**config.mk**
```make
export PLATFORM = sky130hd
export DESIGN_NAME = approx_mult_pipe
export DESIGN_NICKNAME = d
export VERILOG_FILES = /design/src/rtl/approx_mult_pkg.sv /design/src/rtl/approx_mult_core.sv /design/src/rtl/approx_mult_pipe.sv
export SDC_FILE = /design/constraint.sdc
export NUM_CORES = 1
export LEC_CHECK = 0
export ABC_AREA = 1
export CORE_MARGIN = 5
export CORE_UTILIZATION = 43
export DETAILED_ROUTE_END_ITERATION = 8
export PLACE_DENSITY = 0.65
export SYNTH_ARGS = -nofsm -noshare
export SYNTH_HDL_FRONTEND = slang
export SYNTH_SLANG_ARGS = --single-unit
```
**constraint.sdc**
```tcl
create_clock -name clk -period 5.35 [get_ports clk]
set_clock_uncertainty 0.05 [all_clocks]
set_input_delay 0.8025 -clock clk [delete_from_list [all_inputs] [get_ports clk]]
set_output_delay 0.8025 -clock clk [all_outputs]
set_load 0.05 [all_outputs]
```
**src/rtl/approx_mult_pkg.sv**
```systemverilog
// rtl/approx_mult_pkg.sv - shared constants and the approximate low-row term for approx_mult_pipe
package approx_mult_pkg;

  localparam int DEF_WIDTH = 8;
  localparam int DEF_L     = 4;
  localparam int PW        = 2 * DEF_WIDTH;

  // Widest operand the helper below can take; WIDTH of any instance must not exceed it.
  localparam int MAXW = 32;

  // OR-compressed contribution of the low L partial-product rows.
  // Only columns width .. width+l-2 are kept; everything below column width is dropped.
  function automatic logic [2*MAXW-1:0] approx_low_term(
    input logic [MAXW-1:0] x,
    input logic [MAXW-1:0] y,
    input int              width,
    input int              l
  );
    logic [2*MAXW-1:0] a;
    logic [2*MAXW-1:0] bit_v;
    logic [MAXW-1:0]   xs;
    logic [MAXW-1:0]   ys;
    a = '0;
    for (int i = 0; i < MAXW; i++) begin
      for (int j = 0; j < MAXW; j++) begin
        if (i < l && j < width && (i + j) >= width && (i + j) <= width + l - 2) begin
          xs    = x >> i;
          ys    = y >> j;
          bit_v = {{(2*MAXW-1){1'b0}}, xs[0] & ys[0]};
          a     = a | (bit_v << (i + j));
        end
      end
    end
    return a;
  endfunction

endpackage

```
**src/rtl/approx_mult_core.sv**
```systemverilog
// rtl/approx_mult_core.sv - combinational exact/approximate unsigned multiplier
module approx_mult_core
  import approx_mult_pkg::*;
#(
  parameter int WIDTH = DEF_WIDTH,
  parameter int L     = DEF_L
) (
  input  logic [WIDTH-1:0]   x,
  input  logic [WIDTH-1:0]   y,
  input  logic               exact_mode,
  output logic [2*WIDTH-1:0] z
);

  localparam int ZW = 2 * WIDTH;

  logic [2*MAXW-1:0] low_full;
  logic [ZW-1:0]     low_approx;
  logic [ZW-1:0]     low_exact;
  logic [ZW-1:0]     high_rows;

  // Rows L and above are always exact and shared by both modes.
  assign high_rows  = (ZW'(y) * ZW'(x[WIDTH-1:L])) << L;

  // The low rows are either multiplied properly or replaced by the OR-compressed term.
  assign low_exact  = ZW'(y) * ZW'(x[L-1:0]);
  assign low_full   = approx_low_term(MAXW'(x), MAXW'(y), WIDTH, L);
  assign low_approx = low_full[ZW-1:0];

  assign z = high_rows + (exact_mode ? low_exact : low_approx);

endmodule

```
**src/rtl/approx_mult_pipe.sv**
```systemverilog
// rtl/approx_mult_pipe.sv - 2-stage valid/ready approximate multiplier; APPROX_ERR_MON_EN adds err/err_cnt
module approx_mult_pipe
  import approx_mult_pkg::*;
#(
  parameter int WIDTH = DEF_WIDTH,
  parameter int L     = DEF_L
) (
  input  logic               clk,
  input  logic               rst,
  input  logic               in_valid,
  output logic               in_ready,
  input  logic [WIDTH-1:0]   x,
  input  logic [WIDTH-1:0]   y,
  input  logic               exact_mode,
  output logic               out_valid,
  input  logic               out_ready,
  output logic [2*WIDTH-1:0] z,
  output logic               z_exact
`ifdef APPROX_ERR_MON_EN
  ,
  output logic [2*WIDTH-1:0] err,
  output logic [31:0]        err_cnt
`endif
);

  localparam int ZW = 2 * WIDTH;

  logic             s1_valid_q, s1_valid_d;
  logic [WIDTH-1:0] s1_x_q, s1_x_d;
  logic [WIDTH-1:0] s1_y_q, s1_y_d;
  logic             s1_mode_q, s1_mode_d;

  logic             out_valid_q, out_valid_d;
  logic [ZW-1:0]    z_q, z_d;
  logic             z_exact_q, z_exact_d;

  logic [ZW-1:0]    core_z;
  logic             stall;
  logic             s2_load;

  approx_mult_core #(
    .WIDTH (WIDTH),
    .L     (L)
  ) u_core (
    .x          (s1_x_q),
    .y          (s1_y_q),
    .exact_mode (s1_mode_q),
    .z          (core_z)
  );

  // S1 may refill while S2 is stalled as long as S1 itself is empty.
  assign stall    = out_valid_q & ~out_ready;
  assign in_ready = ~stall | ~s1_valid_q;
  assign s2_load  = ~stall & s1_valid_q;

  // Next state for both stages: S2 advances unless stalled, S1 loads whenever it is ready.
  always_comb begin
    s1_valid_d  = s1_valid_q;
    s1_x_d      = s1_x_q;
    s1_y_d      = s1_y_q;
    s1_mode_d   = s1_mode_q;
    out_valid_d = out_valid_q;
    z_d         = z_q;
    z_exact_d   = z_exact_q;
    if (!stall) begin
      out_valid_d = s1_valid_q;
    end
    if (s2_load) begin
      z_d       = core_z;
      z_exact_d = s1_mode_q;
    end
    if (in_ready) begin
      s1_valid_d = in_valid;
      if (in_valid) begin
        s1_x_d    = x;
        s1_y_d    = y;
        s1_mode_d = exact_mode;
      end
    end
  end

  // Pipeline registers; reset discards everything in flight.
  always_ff @(posedge clk) begin
    if (rst) begin
      s1_valid_q  <= 1'b0;
      s1_x_q      <= '0;
      s1_y_q      <= '0;
      s1_mode_q   <= 1'b0;
      out_valid_q <= 1'b0;
      z_q         <= '0;
      z_exact_q   <= 1'b0;
    end else begin
      s1_valid_q  <= s1_valid_d;
      s1_x_q      <= s1_x_d;
      s1_y_q      <= s1_y_d;
      s1_mode_q   <= s1_mode_d;
      out_valid_q <= out_valid_d;
      z_q         <= z_d;
      z_exact_q   <= z_exact_d;
    end
  end

  assign out_valid = out_valid_q;
  assign z         = z_q;
  assign z_exact   = z_exact_q;

`ifdef APPROX_ERR_MON_EN
  logic [ZW-1:0] exact_full;
  logic [ZW-1:0] err_q, err_d;
  logic [31:0]   err_cnt_q, err_cnt_d;

  assign exact_full = ZW'(s1_x_q) * ZW'(s1_y_q);

  // Error travels with its result; the counter saturates instead of wrapping.
  always_comb begin
    err_d     = err_q;
    err_cnt_d = err_cnt_q;
    if (s2_load) begin
      err_d = exact_full - core_z;
    end
    if (out_valid_q && out_ready && (err_q != '0) && (err_cnt_q != '1)) begin
      err_cnt_d = err_cnt_q + 32'd1;
    end
  end

  // Error monitor registers.
  always_ff @(posedge clk) begin
    if (rst) begin
      err_q     <= '0;
      err_cnt_q <= '0;
    end else begin
      err_q     <= err_d;
      err_cnt_q <= err_cnt_d;
    end
  end

  assign err     = err_q;
  assign err_cnt = err_cnt_q;
`endif

endmodule

```
# Word level (Yosys, flattened, before mapping)
# Cells that the tools add are included.
dict set report word_totals {
  ff_bits 36
  input_bits 21
  out_inout_bits 19
  wordCells 29
}
dict set report op_classes {
  addsub 1
  n_mul 2
  muxes 1
  bitwise_logic 17
  n_reduce_logical 1
}
# operator n
set ops {}
lappend ops {{8-bit by 4-bit multiplier with 12-bit output} 2}
lappend ops {{16-bit adder} 1}
lappend ops {{16-bit two-way mux} 1}
lappend ops {{16-bit by 11-bit bitwise OR with 16-bit output} 1}
lappend ops {{10-bit bitwise OR} 1}
lappend ops {{10-bit by 9-bit bitwise OR with 10-bit output} 1}
lappend ops {{9-bit by 10-bit bitwise OR with 10-bit output} 1}
lappend ops {{9-bit bitwise OR} 1}
lappend ops {{1-bit bitwise AND} 8}
lappend ops {{1-bit NOT} 3}
lappend ops {{2-bit AND reduction} 1}
lappend ops {{1-bit bitwise OR} 1}

# Logic depth before layout (Yosys ltp)
# Gate-level depths: netlist of the first run.
dict set report depth {
  ltp_word 8
  ltp_mapped 29
  mapped_depth_nobuf 28
}

# Modules after synthesis
# Synthesis of the first run repeated with hierarchy kept, for this count alone.
dict set report unflattened {
  cells_unflattened 634
  area_unflattened_um2 4156.5
}
# module instances cells_each area_per_inst_um2 seq_area_each_um2
set modules_own_cells {}
lappend modules_own_cells {approx_mult_core 1 422 2572.5 0.0}
lappend modules_own_cells {approx_mult_pipe 1 212 1584.0 720.7}

# Worst setup path before layout of the first run
# OpenSTA, ideal clock, no wires.
dict set report synth_path {
  path_type {reg-to-reg}
  start {register s1_y_q[0]}
  end {register z_q[15] (netlist: z[15])}
  setup_time_ps 109
  arrival_time_ps 4037
  required_ps 5191
  setup_slack_ps 1154
  path_stages_with_launch 27
  n_path_buf 1
  period_less_slack_ps 4196
  cell_sequence {dfxtp_1 > clkbuf_1 > nand2_1 > fa_1 > inv_1 > fa_1 > fa_1 > nand3_1 > nand2_1 > nand4_1 > o211ai_1 > or2_2 > nand3_1 > o21ai_0 > ha_1 > nand2_1 > inv_1 > a21oi_1 > nand2_2 > nand2_1 > nand2_2 > nand2_2 > nor2_4 > nand3_1 > nand3_1 > nand2_1 > inv_1}
}
dict set report synth_via {
  elab_chain_len 3
  word_cells_on_any_way 4
  classes_between {add/sub (1); mul (2); mux (1)}
}
# element line
set synth_rtl {}
lappend synth_rtl {{from (decl)} approx_mult_pipe.sv:30} ;# logic [WIDTH-1:0] s1_y_q, s1_y_d;
lappend synth_rtl {{from (signal assigned)} approx_mult_pipe.sv:95} ;# s1_y_q <= s1_y_d;
lappend synth_rtl {{8-bit by 4-bit multiplier with 12-bit output} approx_mult_core.sv:25} ;# assign low_exact = ZW'(y) * ZW'(x[L-1:0]);
lappend synth_rtl {{16-bit two-way mux} approx_mult_core.sv:29} ;# assign z = high_rows + (exact_mode ? low_exact : low_approx);
lappend synth_rtl {{16-bit adder (*)} approx_mult_core.sv:29}
lappend synth_rtl {{to (signal assigned)} approx_mult_pipe.sv:98} ;# z_q <= z_d;
lappend synth_rtl {{to (decl)} approx_mult_pipe.sv:34} ;# logic [ZW-1:0] z_q, z_d;
# Mark *: on every way between the ends. The rest lies on a longest branch, timed or not.
# A chain may end at the register's enable or synchronous reset.

# Worst setup path after layout of the first run
# Same ends and word-level chain as after synthesis.

==> results.json, run 1 <==
{
  "maxCapViolations": 0,
  "setup_viol": 0,
  "grt_first_pass_wirelength_mm": 14.7,
  "synth_warnings": 0,
  "cts_max_path_buffers": 2,
  "insertion_delay_ps": 290,
  "drtIter0Drc": 127,
  "start_util": 0.438,
  "grt_use_total": 0.157,
  "synth_area_um2": 3780,
  "ys_seq_elements": 36,
  "cts_resized": 0,
  "nNetsFinal": 681,
  "cts_sinks": 36,
  "routed_wl_mm": 8.21,
  "clkTransAtPathRegs_ps": 80,
  "endpoint_kind": "flop",
  "io_buffers": 39,
  "antenna_found_initial": 0,
  "power_mw": 0.690,
  "rsz0062_at_grt": "false",
  "synth_nets": 660,
  "final_common_cell": "nand2_1",
  "final_cell_mix": "170 x nand2_1, 109 x inv_1, 50 x a21oi_1",
  "via_count": 3349,
  "cts_hold_buf": 0,
  "synth_top_area_cell": "dfxtp_1",
  "firstDrtPassIters": 5,
  "coreArea_um2": 8640,
  "critPathKind": "flop to flop",
  "die_w_um": 104,
  "max-slew-margin-rel": 0.594,
  "powerDensity_nw_per_um2": 160,
  "min_period_ps": 4520,
  "placed_cells": 695,
  "final_cells": 703,
  "use_met2": 0.252,
  "use_met3": 0.0354,
  "tightest_slew_ps": 608,
  "slew_viol_final": 0,
  "grt_max_degree": 37,
  "post_cts_buffers": 0,
  "synthTopCellsByArea": "dfxtp_1 19%, nand2_1 17%, ha_1 14%, fa_1 13%, inv_1 11%",
  "cts_buffers": 5,
  "num_rows": 34,
  "hold_violations": 0,
  "synthCells": 573,
  "io_pins": 40,
  "drc_errors": 0,
  "place_ws_ps": 854,
  "irDropWorstVdd_mv": 0.104,
  "drive_gt1_frac": 0.0437,
  "setup_slack_ps": 831,
  "start_kind": "flop",
  "gp_congestion": 0.833,
  "root_buffer": "clkbuf_8",
  "use_met1": 0.220,
  "dpl.hpwl_mm": 6.74,
  "cts_tree": "built",
  "synthToLayoutAreaGrowth_pct": 14.2,
  "globalRouteOverflowTotal": 0,
  "cp.arrival_ps": 4670,
  "fmax_mhz": 221,
  "h-tree-depth": 2,
  "antenna_cells": 0,
  "synth_top_area_frac": 0.190,
  "required_ps": 5500,
  "p_leak_nw": 2.46,
  "grt.busiest_layer": "met2",
  "status": "completed",
  "avgSynthCellArea_um2": 6.61,
  "min_period_over_period": 0.845,
  "die_area_um2": 10800,
  "post_drt_via_cell_ratio": 4.76,
  "hold_class": "flop to flop",
  "grt_pass1_vias": 3277,
  "setup_tns_ps": 0,
  "fin_util": 0.500,
  "wire_per_inst_um": 11.7,
  "ys_seq_area_frac": 0.190,
  "drtAntennaViolNets": 0,
  "synth_cell_types": 28,
  "die_h_um": 104,
  "crit_fanout": 9
}
[kinds of logic (layout without fill, tap and decap cells)]
logic type                 after synthesis  after routing  share of synthesized area
AOI/OAI and AO/OA                       76             76                      0.106
xor gates and xnor gates                12             12                     0.0278
adders and majority gates               66             66                      0.268
buffers and inverters                  137            159                      0.138
DFF                                     36             36                      0.190
and+or+nand+nor                        246            246                      0.270
[area by class of cell]
class	count	area, um2
flip-flops and latches	36	721
fillers	883	4310
clock buffers	6	72.6
multi-input cells	400	2540
clock inverters	2	35.0
inverters	111	417
well taps	108	135
repair buffers	40	398
[through the flow]
stage | hold slack, ps | instance area (um2)
global route | 455 | 4320
floorplan | 556 | 3780
CTS | 432 | 4320
finish | 428 | 4320
detailed placement | 412 | 4210
global placement | 413 | 4210
[flip-flops by register name (all words and copies together), names as in the netlist]
| signal | flops |
|---|---|
| z | 16 |
| out_valid | 1 |
| s1_mode_q | 1 |
| z_exact | 1 |
| s1_x_q | 8 |
| s1_y_q | 8 |
| s1_valid_q | 1 |
[metal layers]
metal	up-vias	routed length, um
met5	-	0
met4	0	74
met3	9	418
met2	84	3650
met1	1459	4060
li1	1797	-
[where the power goes]
part | switching, mW | total, mW | internal, mW | leakage, nW
registers | 0.0217 | 0.303 | 0.282 | 0.295
logic | 0.0862 | 0.143 | 0.0564 | 2.11
clock network | 0.106 | 0.244 | 0.139 | 0.0552
[synth_stat cells (all sizes together)]
library cell,instances
or2,2
ha,41
buf,5
inv,111
o21bai,4
a211oi,2
a31oi,1
xnor2,4
nand3,23
xor2,8
nand3b,1
dfxtp,36
o21ai,17
fa,25
nor2,35
nor3,1
o211ai,1
nand4,5
clkbuf,21
a21oi,50
nand2,179
a211o,1
[critical path: stages, from the launching register on]
cell and delay, ps:
dfxtp_1 520, nand2_1 140, fa_1 550, inv_1 60, fa_1 520, fa_1 480
nand3_1 100, nand2_1 100, nand4_1 90, o211ai_1 100, or2_2 280, nand3_1 60
o21ai_0 110, ha_1 360, nand2_1 120, inv_1 40, a21oi_1 160, nand2_2 80
nand2_1 70, nand2_2 70, nand2_2 80, nor2_4 30, nand3_1 50, nand3_1 70
nand2_1 70, inv_1 30
[worst paths after layout]
kind,from,endpoint,slack [ps],depth (start not counted)
setup reg to reg,s1_y_q[0],z[15],830,25
setup / recovery,s1_y_q[0],z[15],830,25
hold reg to reg,z[0],z[0],430,2
hold / removal,z[0],z[0],430,2
(Power assumes the default switching activity.)
==> run 2, diff against run 1 <==
- PLACE_DENSITY: 0.65 -> 0.68
- clock period: 5.35 -> 4.09 ns (I/O delays scaled with it)
==> run 2 against run 1 <==
- core utilization rose by 6.1 points
- via count rose by 7.5%
- power rose by 27%
- fmax rose by 11%
- sequential share of layout area fell by 1.3 points
- first-iteration DRC count fell by 20%
- combinational power rose by 66%
- global-route usage rose by 0.89 points
- non-clock buffer count rose by 40
- flip-flop and latch count did not move
- routed wire length rose by 9.6%
- die area did not move
==> results.json, run 2 (synthesis results as in run 1) <==
{
  "status": "completed",
  "drive_gt1_frac": 0.186,
  "die_w_um": 104,
  "post_drt_via_cell_ratio": 4.85,
  "dpl.hpwl_mm": 7.26,
  "start_kind": "flop",
  "wire_per_inst_um": 12.1,
  "grt_pass1_vias": 3561,
  "tightest_slew_ps": 570,
  "p_leak_nw": 2.66,
  "crit_top_cell": "nand2_2",
  "cts_hold_buf": 0,
  "hold_class": "flop to flop",
  "die_h_um": 104,
  "grt_first_pass_wirelength_mm": 15.5,
  "via_count": 3601,
  "synthToLayoutAreaGrowth_pct": 28.1,
  "num_rows": 34,
  "coreArea_um2": 8640,
  "clkTransAtPathRegs_ps": 80,
  "powerDensity_nw_per_um2": 181,
  "critPathKind": "flop to flop",
  "drc_errors": 0,
  "routed_wl_mm": 9.00,
  "cts_tree": "built",
  "cts_max_path_buffers": 2,
  "gp_congestion": 0.864,
  "setup_tns_ps": 0,
  "h-tree-depth": 2,
  "io_pins": 40,
  "irDropWorstVdd_mv": 0.179,
  "root_buffer": "clkbuf_8",
  "endpoint_kind": "flop",
  "cp.arrival_ps": 4220,
  "rsz0062_at_grt": "true",
  "final_common_cell": "nand2_1",
  "crit_fanout": 5,
  "nNetsFinal": 721,
  "required_ps": 4240,
  "firstDrtPassIters": 4,
  "antenna_cells": 0,
  "min_period_ps": 4070,
  "setup_viol": 0,
  "fmax_mhz": 246,
  "largest_reg_flops": 16,
  "globalRouteOverflowTotal": 0,
  "hold_violations": 0,
  "drtAntennaViolNets": 0,
  "insertion_delay_ps": 290,
  "min_period_over_period": 0.995,
  "max-slew-margin-rel": 0.619,
  "final_cell_mix": "158 x nand2_1, 102 x inv_1, 40 x a21oi_1, 40 x buf_4, 39 x clkdlybuf4s50_1",
  "die_area_um2": 10800,
  "io_buffers": 39,
  "place_ws_ps": -236,
  "hold_slack_ps": 421,
  "start_util": 0.438,
  "placed_cells": 725,
  "antenna_found_initial": 0,
  "maxCapViolations": 0,
  "setup_slack_ps": 19.5,
  "final_cells": 743,
  "grt_use_total": 0.166,
  "cts_buffers": 5,
  "drtIter0Drc": 101,
  "grt_max_degree": 27,
  "power_mw": 0.879,
  "cts_sinks": 36,
  "cpMaxStageDelayCell": "fa_1",
  "critical_path.max_stage_delay_ps": 540,
  "slew_viol_final": 0
}
run 2: metrics by stage:
stage          area (um2)  utilization
2_1_floorplan        3790            -
3_3_place_gp         4440        0.514
3_5_place_dp         4440        0.514
4_1_cts              4630        0.536
5_1_grt              4850        0.561
6_report             4850        0.561
run 2: what timing repair did:
action,in CTS,in global routing
pin swaps,9,41
setup buffers,4,6
endpoints found under the setup margin,7,8
resized for setup,22,53
run 2: metal layers:
layer	vias up	GRT usage	wire [um]
met3	8	0.0448	526
met4	0	0.0342	120
met2	76	0.284	4240
met5	-	0	0
li1	1871	-	-
met1	1646	0.210	4110
run 2: cell type report:
type | count | area [um2]
Sequential cell | 36 | 747
Clock inverter | 1 | 8.76
Multi-Input combinational cell | 400 | 2760
Fill cell | 841 | 3790
Timing Repair Buffer | 80 | 702
Inverter | 111 | 417
Clock buffer | 7 | 76.3
Tap cell | 108 | 135
run 2: path summary, 6_finish.rpt:
kind / start / to / slack [ps] / cells past startpoint
hold / removal: z_exact / z_exact / 420 / 2
hold reg to reg: z_exact / z_exact / 420 / 2
setup / recovery: s1_y_q[3] / z[15] / 20 / 27
setup reg to reg: s1_y_q[3] / z[15] / 20 / 27
run 2: power by group:
| group | internal (mW) | total [mW] | switching, mW |
|---|---|---|---|
| combinational | 0.103 | 0.238 | 0.135 |
| sequential | 0.368 | 0.389 | 0.0215 |
| clock | 0.122 | 0.252 | 0.131 |
| total | 0.592 | 0.879 | 0.287 |
run 2: worst max-delay path, delay by kind of cell (launching register included):
| kind | cells | cell delay (ps) |
|---|---|---|
| compound gates | 6 | 910 |
| flops | 1 | 370 |
| fa+ha+maj | 4 | 1560 |
| simple gates | 11 | 760 |
| buf+inv | 6 | 330 |
==> run 3, diff against run 2 <==
- SLEW_MARGIN: default -> 20
==> results of run 3 <==
Same layout as run 2: the final DEF is identical, and so are final timing and power.
